===== src/rtl/noc_pkg.sv =====
// Shared definitions for the mesh router: port indices, flit-type codes and the
// allocator FSM state type.
package noc_pkg;

    localparam int unsigned NPORT = 5;

    localparam int unsigned P_L = 0;
    localparam int unsigned P_E = 1;
    localparam int unsigned P_W = 2;
    localparam int unsigned P_S = 3;
    localparam int unsigned P_N = 4;

    typedef logic [1:0] flit_t;

    localparam flit_t FT_HDR    = 2'b10;
    localparam flit_t FT_BODY   = 2'b00;
    localparam flit_t FT_TAIL   = 2'b01;
    localparam flit_t FT_SINGLE = 2'b11;

    typedef enum logic {StIdle, StLocked} alloc_state_e;

    function automatic logic [2:0] onehot_to_idx(input logic [4:0] oh);
        logic [2:0] idx;
        idx = 3'd0;
        for (int i = 0; i < 5; i++) begin
            if (oh[i]) idx = 3'(i);
        end
        return idx;
    endfunction

    function automatic logic [2:0] wrap_inc(input logic [2:0] v);
        return (v >= 3'd4) ? 3'd0 : v + 3'd1;
    endfunction

endpackage


===== src/rtl/rr_arb5.sv =====
// 5-way arbiter: round-robin from ptr, or fixed priority (index 0 highest) when
// SWALLOC_FIXED_PRIO_EN is defined.
module rr_arb5
    import noc_pkg::*;
(
    input  logic [4:0] req,
    input  logic [2:0] ptr,
    output logic [4:0] gnt
);

`ifdef SWALLOC_FIXED_PRIO_EN
    logic unused_ptr;
    assign unused_ptr = ^ptr;

    always_comb begin
        gnt = 5'b0;
        for (int i = 4; i >= 0; i--) begin
            if (req[i]) gnt = 5'b1 << i;
        end
    end
`else
    logic [2:0] idx;
    logic       found;

    always_comb begin
        gnt   = 5'b0;
        found = 1'b0;
        idx   = 3'd0;
        for (int k = 0; k < 5; k++) begin
            idx = 3'((int'(ptr) + k) % 5);
            if (!found && req[idx]) begin
                gnt[idx] = 1'b1;
                found    = 1'b1;
            end
        end
    end
`endif

endmodule


===== src/rtl/noc_switch_alloc.sv =====
// Switch allocator for the 5-port mesh router: per-output arbitration with a
// wormhole lock held until tail. SWALLOC_FIXED_PRIO_EN selects fixed priority.
module noc_switch_alloc #(
    parameter int unsigned NPORT = noc_pkg::NPORT
) (
    input  logic                   clk,
    input  logic                   rst,
    input  logic [NPORT-1:0]       req_vld,
    input  logic [NPORT*NPORT-1:0] req_dir,
    input  logic [2*NPORT-1:0]     flit_type,
    input  logic [NPORT-1:0]       out_rdy,
    output logic [NPORT*NPORT-1:0] out_sel,
    output logic [NPORT-1:0]       out_vld,
    output logic [NPORT-1:0]       in_pop,
    output logic                   err
);
    import noc_pkg::*;

    alloc_state_e     state_q [NPORT];
    logic [2:0]       owner_q [NPORT];
    logic [NPORT-1:0] started_q;
    logic [2:0]       ptr     [NPORT];
    logic             err_q;

    flit_t            ft      [NPORT];
    logic [NPORT-1:0] dir     [NPORT];
    logic [NPORT-1:0] cand    [NPORT];
    logic [NPORT-1:0] gnt     [NPORT];
    logic [NPORT-1:0] owns;
    logic [NPORT-1:0] hdr_ok;
    logic [NPORT-1:0] xfer;
    logic [NPORT-1:0] rel;
    logic             err_now;

    always_comb begin
        for (int p = 0; p < NPORT; p++) begin
            ft[p]  = flit_type[2*p +: 2];
            dir[p] = req_dir[NPORT*p +: NPORT];
        end
    end

    always_comb begin
        owns    = '0;
        hdr_ok  = '0;
        xfer    = '0;
        rel     = '0;
        out_vld = '0;
        in_pop  = '0;
        err_now = 1'b0;
        for (int o = 0; o < NPORT; o++) begin
            cand[o] = '0;
        end

        for (int o = 0; o < NPORT; o++) begin
            if (state_q[o] == StLocked) owns[owner_q[o]] = 1'b1;
        end

        // Transfers depend only on the registered lock, never on req_dir.
        for (int o = 0; o < NPORT; o++) begin
            if (state_q[o] == StLocked) begin
                xfer[o]    = req_vld[owner_q[o]] && out_rdy[o] && !rst;
                rel[o]     = xfer[o] && ft[owner_q[o]][0];
                out_vld[o] = xfer[o];
                if (xfer[o]) in_pop[owner_q[o]] = 1'b1;
                if (started_q[o] && req_vld[owner_q[o]] && ft[owner_q[o]] == FT_HDR) begin
                    err_now = 1'b1;
                end
            end
        end

        for (int p = 0; p < NPORT; p++) begin
            if (req_vld[p] && !owns[p]) begin
                if (ft[p][1]) begin
                    if ($onehot(dir[p])) hdr_ok[p] = 1'b1;
                    else                 err_now   = 1'b1;
                end else begin
                    err_now = 1'b1;
                end
            end
        end

        for (int o = 0; o < NPORT; o++) begin
            for (int p = 0; p < NPORT; p++) begin
                cand[o][p] = hdr_ok[p] && dir[p][o];
            end
        end
    end

    for (genvar o = 0; o < NPORT; o++) begin : g_arb
        rr_arb5 u_arb (
            .req (cand[o]),
            .ptr (ptr[o]),
            .gnt (gnt[o])
        );
    end

    always_ff @(posedge clk) begin
        if (rst) begin
            for (int o = 0; o < NPORT; o++) begin
                state_q[o] <= StIdle;
                owner_q[o] <= 3'd0;
            end
            started_q <= '0;
            err_q     <= 1'b0;
        end else begin
            err_q <= err_q | err_now;
            for (int o = 0; o < NPORT; o++) begin
                unique case (state_q[o])
                    StIdle: begin
                        if (|gnt[o]) begin
                            state_q[o]   <= StLocked;
                            owner_q[o]   <= onehot_to_idx(gnt[o]);
                            started_q[o] <= 1'b0;
                        end
                    end
                    StLocked: begin
                        if (xfer[o]) begin
                            started_q[o] <= 1'b1;
                            if (rel[o]) state_q[o] <= StIdle;
                        end
                    end
                    default: state_q[o] <= StIdle;
                endcase
            end
        end
    end

`ifdef SWALLOC_FIXED_PRIO_EN
    always_comb begin
        for (int o = 0; o < NPORT; o++) begin
            ptr[o] = 3'd0;
        end
    end
`else
    always_ff @(posedge clk) begin
        if (rst) begin
            for (int o = 0; o < NPORT; o++) begin
                ptr[o] <= 3'd0;
            end
        end else begin
            for (int o = 0; o < NPORT; o++) begin
                if (rel[o]) ptr[o] <= wrap_inc(owner_q[o]);
            end
        end
    end
`endif

    always_comb begin
        out_sel = '0;
        for (int o = 0; o < NPORT; o++) begin
            for (int p = 0; p < NPORT; p++) begin
                out_sel[NPORT*o + p] = (state_q[o] == StLocked) && (owner_q[o] == 3'(p));
            end
        end
    end

    assign err = err_q;

endmodule

===== config.mk =====
export PLATFORM = sky130hd
export DESIGN_NAME = noc_switch_alloc
export DESIGN_NICKNAME = d
export VERILOG_FILES = /design/src/rtl/noc_pkg.sv /design/src/rtl/rr_arb5.sv /design/src/rtl/noc_switch_alloc.sv
export SDC_FILE = /design/constraint.sdc
export NUM_CORES = 1
export LEC_CHECK = 0
export ABC_CLOCK_PERIOD_IN_PS = 10530
export BUFFER_PORTS_ARGS = -buffer_cell sky130_fd_sc_hd__buf_4
export CAP_MARGIN = 0
export CORE_MARGIN = 4
export CORE_UTILIZATION = 58
export DETAILED_ROUTE_END_ITERATION = 8
export GPL_TIMING_DRIVEN = 0
export PLACE_DENSITY_LB_ADDON = 0.12
export RECOVER_POWER = 50
export SKIP_CTS_REPAIR_TIMING = 1
export SYNTH_ARGS = -nofsm -noshare
export SYNTH_HDL_FRONTEND = slang
export SYNTH_HIERARCHICAL = 1
export SYNTH_SLANG_ARGS = --single-unit

===== constraint.sdc =====
create_clock -name clk -period 10.53 [get_ports clk]
set_input_delay 1.053 -clock clk [delete_from_list [all_inputs] [get_ports clk]]
set_output_delay 1.053 -clock clk [all_outputs]
set_load 0.1 [all_outputs]

Word-level counts from Yosys, hierarchy flattened:

Memory sizes are Yosys's and may differ from the RTL's.
Cells that the tools add are included.

* $add $sub $neg: 45
* order comparisons: 70
* equal/unequal tests: 40
* reduce and logical (&&, ||, !) cells: 171
* bitwise operators: 59
* divide/modulo/power cells: 25
* muxes and demuxes: 377

Operator list (number)
* $mod A32 B4 Y32 const B: 20
* $mux W1: 212
* $mux W5: 40
* $mod A4 B4 Y32 const B: 5
* $or A5 B5 Y5: 28
* $mux W3: 45
* $logic_and A1 B1 Y1: 130
* $lt A3 B4 Y1 const B: 30
* $bmux W1 S3: 30
* $demux W1 S3: 30
* $ge A3 B1 Y1 const B: 30
* $add A3 B2 Y4 const B: 10
* $bmux W2 S3: 5
* $eq A3 B1 Y1 const B: 10
* $eq A3 B2 Y1 const B: 10
* $logic_not A1 Y1: 26
* $reduce_or A5 Y1: 5
* $or A1 B1 Y1: 21
* $add A1 B1 Y2: 10
* $add A3 B1 Y4 const B: 5
* $add A3 B3 Y4 const B: 5
* $ge A4 B4 Y1 const B: 5
* $mux W2: 10
* $ne A2 B2 Y1 const B: 10
* 11 further kinds: 55

* memories kept: 3
* memory bits (writable): 35
* output and inout bits: 36
* flip-flop bits (word level): 6
* bits of input ports: 47

Memory list
* owner_q: depth 5, bits a word 3, read ports 5, clocked after memory_dff 0, write ports 5, line noc_switch_alloc.sv:20 `logic [2:0] owner_q [NPORT];`
* ptr: depth 5, bits a word 3, read ports 5, clocked after memory_dff 0, write ports 5, line noc_switch_alloc.sv:22 `logic [2:0] ptr [NPORT];`
* state_q: depth 5, bits a word 1, read ports 5, clocked after memory_dff 0, write ports 5, line noc_switch_alloc.sv:19 `alloc_state_e state_q [NPORT];`

Depth between registers and ports, before layout:

An unclocked memory read counts as a cell.

* depth after elaboration: 41
* mapped depth: 25

Cells and area by module:

Netlist, hierarchy kept.

Modules (own cells, without submodules)
* rr_arb5: cells each 255, times used 5, area an instance 1781.7 um2, seq. area each 0.0 um2
* noc_switch_alloc: cells each 503, times used 1, area an instance 4426.7 um2, seq. area each 1161.1 um2

Worst setup path after synthesis:

No wires, ideal clock.

* kind: reg-to-reg
* from: mem owner_q[1][1] (netlist: owner_q[0][4])
* to: mem state_q[1] (netlist name), data pin
* buffers on the path: 2
* setup slack: 3.688 ns
* data arrival time: 6.547 ns
* library setup time: 0.295 ns
* stages on the path, launching flop included: 20
* clock period less this slack: 6.842 ns
* data required time: 10.235 ns
* cell sequence: edfxtp_1 buf_6 buf_2 nor4bb_1 nor3_1 nand3_1 nor4_1 and2_1 and2_1 o21ai_0 a31oi_1 o2111a_1 mux2i_1 or4_1 nor2_1 a21oi_1 nor4_1 a21oi_1 nor3_1 a21oi_1

RTL lines (line)
* start, declared: noc_switch_alloc.sv:20
* end, declared: noc_switch_alloc.sv:19

==> results.py <==
metrics = {
    "floorplan": {
        "die_w_um": 160,
        "core_area_um2": 22600,
        "chipHeight_um": 160,
        "pin_count": 83,
        "rows": 55,
        "die-area_um2": 25500,
        "start_util": 0.589,
    },
    "global_routing": {
        "antenna_found_initial": 0,
        "grt_pass1_wl_um": 68100,
        "grt_max_degree": 14,
        "grt_pass1_vias": 13405,
        "grtUsageTotal": 0.316,
        "grt_overflow": 0,
    },
    "clock_network": {
        "cts_tree": "yes",
        "clkTransAtPathRegs_ps": 70,
        "root_buffer": "clkbuf_16",
        "insertion_delay_ps": 290,
        "htreeDepth": 2,
        "clockBufferDepth": 2,
        "cts_made_buffers": 5,
        "clock-sinks": 41,
    },
    "status": {
        "violations": "max-capacitance violations, max-slew violations",
        "outcome": "complete, but fails checks",
    },
    "sta": {
        "report.final.slew_viol_count": 7,
        "tightest_slew_ps": 1600,
        "hold_slack_ps": 484,
        "slew_headroom": -0.0765,
        "post-route-period-util": 0.803,
        "hold_violations": 0,
        "setup_viol_count_final": 0,
        "fin_skew_ps": 9.80,
        "rsz0062_at_grt": "no",
        "fin_setup_tns_ps": 0,
        "max_freq_mhz": 118,
        "fin_crit_ps": 8460,
    },
    "yosys": {
        "netlist_instances": 1778,
        "ys_types": 91,
        "seq_area_frac_synth": 0.0871,
        "synth-edff-count": 34,
        "synth_nets": 1970,
        "syn_avg_cell_area_um2": 7.50,
        "ys_warn_count": 6,
        "ys_async_sr_fraction": 0,
        "ys_ff_latch": 41,
        "syn_area_um2": 13300,
        "synth_ff_type": "edfxtp_1",
    },
    "critical_path": {
        "crit_required_ps": 10530,
        "start_kind": "register",
        "arrival_ps": 8460,
        "path_max_fanout": 13,
        "worstSetupEndpointType": "register",
        "worstSetupPathType": "reg -> reg",
    },
    "job": {
        "max_cap_violations": 1,
    },
    "placement": {
        "place_area_um2": 14300,
        "gp_congestion": 1.01,
        "dp.cells": 2145,
        "portBuffers": 82,
        "dp.final_hpwl_um": 34000,
    },
    "power": {
        "ir_drop_v": 0.000193,
        "power_leakage_uw": 0.00579,
        "power.density_nw_per_um2": 221,
    },
    "detailed_routing": {
        "post_drt_wl_per_cell_um": 19.8,
        "firstDrtPassIters": 6,
        "drcViolationCount": 0,
        "vias_per_cell": 6.62,
        "ant_nets": 0,
        "drt_iter0_markers": 1161,
        "dr_total_vias": 14249,
        "routed_wl_um": 42700,
    },
    "finish": {
        "final_area_um2": 14300,
        "fin_nets": 2059,
        "fin_util": 0.632,
        "mostFrequentLayoutCells": "ha_1, inv_1, nand2_1, a21oi_1, nor2_1",
        "syn_to_final_growth_pct": 7.22,
        "instances_no_fill": 2154,
        "n_fill_cell": 2171,
        "drive_gt1_frac": 0.112,
        "final_common_cell": "ha_1",
    },
    "hold_path": {
        "hold_path_class": "reg -> reg",
    },
}
-- per-layer routing --
layer	vias to the layer above	wire (um)	global-route usage
li1	6859	-	-
met1	6708	18100	0.410
met2	572	20400	0.547
met3	110	2470	0.0261
met4	0	1740	0.122
met5	-	0	0
-- Yosys cell counts, types with 34 or more instances --
cell / number / area share
o21ai_0: 81 / 0.030
nand2b_1: 57 / 0.027
mux2i_1: 59 / 0.044
o211ai_1: 38 / 0.021
edfxtp_1: 34 / 0.077
and2_1: 61 / 0.029
a21oi_1: 108 / 0.041
nor2b_1: 40 / 0.019
nor2_1: 100 / 0.028
nand2_1: 115 / 0.032
nand3_1: 71 / 0.027
buf_2: 39 / 0.015
nor3_1: 71 / 0.027
ha_1: 135 / 0.13
inv_1: 132 / 0.037
-- area by class of cell --
type                    count  area (um2)  share of cell area
diodes                      1        2.50            0.000175
plain buffers              80         387              0.0270
clock buffers               6         129             0.00901
clock inverters             2        15.0             0.00105
inverters                 138         531              0.0371
multi-input cells        1519       11200               0.783
flip-flops and latches     41        1160              0.0812
well taps                 285         357              0.0249
repair buffers             82         522              0.0365
-- cells by family (layout without fill, tap and decap cells) --
family	count (synthesis)	in the layout	share of synthesized area
simple gates	751	751	0.324
compound gates	511	511	0.284
buf+inv	218	308	0.0696
fa+ha+maj	145	145	0.142
mux	82	82	0.0733
flops	41	41	0.0871
xor+xnor	30	30	0.0197
other cells	0	1	0
-- power by group --
group | total, uW | internal [uW] | switching (uW)
Combinational | 2670 | 938 | 1730
Sequential | 344 | 253 | 90.6
Clock | 154 | 88.1 | 66.3
-- worst max-delay path, stage by stage (launching register included) --
cell and delay [ps]:
edfxtp_1 570, inv_1 240, clkbuf_1 570, ha_1 470, clkbuf_1 410, inv_1 200, ha_1 270, nor3_1 410
or3_1 250, nand2_1 110, ha_1 210, nand2b_1 190, nor3b_1 190, a221oi_4 410, mux2i_1 230, a2111oi_4 410
a21boi_2 300, nor4b_1 80, or4_1 560, nor2_1 160, a21oi_1 170, nor4_1 420, a21oi_1 350, nor3_1 870
nor2_1 90
-- final timing paths --
check	from	end	slack, ps	cells after the start
setup / recovery	ptr[0][3]	state_q[3]	2070	24
hold / removal	started_q[3]	started_q[3]	480	2
setup reg to reg	ptr[0][3]	state_q[3]	2070	24
hold reg to reg	started_q[3]	started_q[3]	480	2
-- state kept, by name, summed over array words and instances, names as in the netlist --
| signal | flops |
|---|---|
| started_q | 5 |
| state_q | 5 |
| ptr | 15 |
| owner_q | 15 |
| err | 1 |
-- stage by stage --
| step | setup WS (ps) | power, uW |
|---|---|---|
| 6_report | 2070 | 3170 |
| 5_1_grt | 1600 | 3420 |
| 4_1_cts | 2280 | 3150 |
| 3_5_place_dp | 2160 | 2990 |
| 3_3_place_gp | 2160 | 2940 |
| 2_1_floorplan | 3690 | 2400 |
No activity file was read; power rests on OpenSTA's default activity.
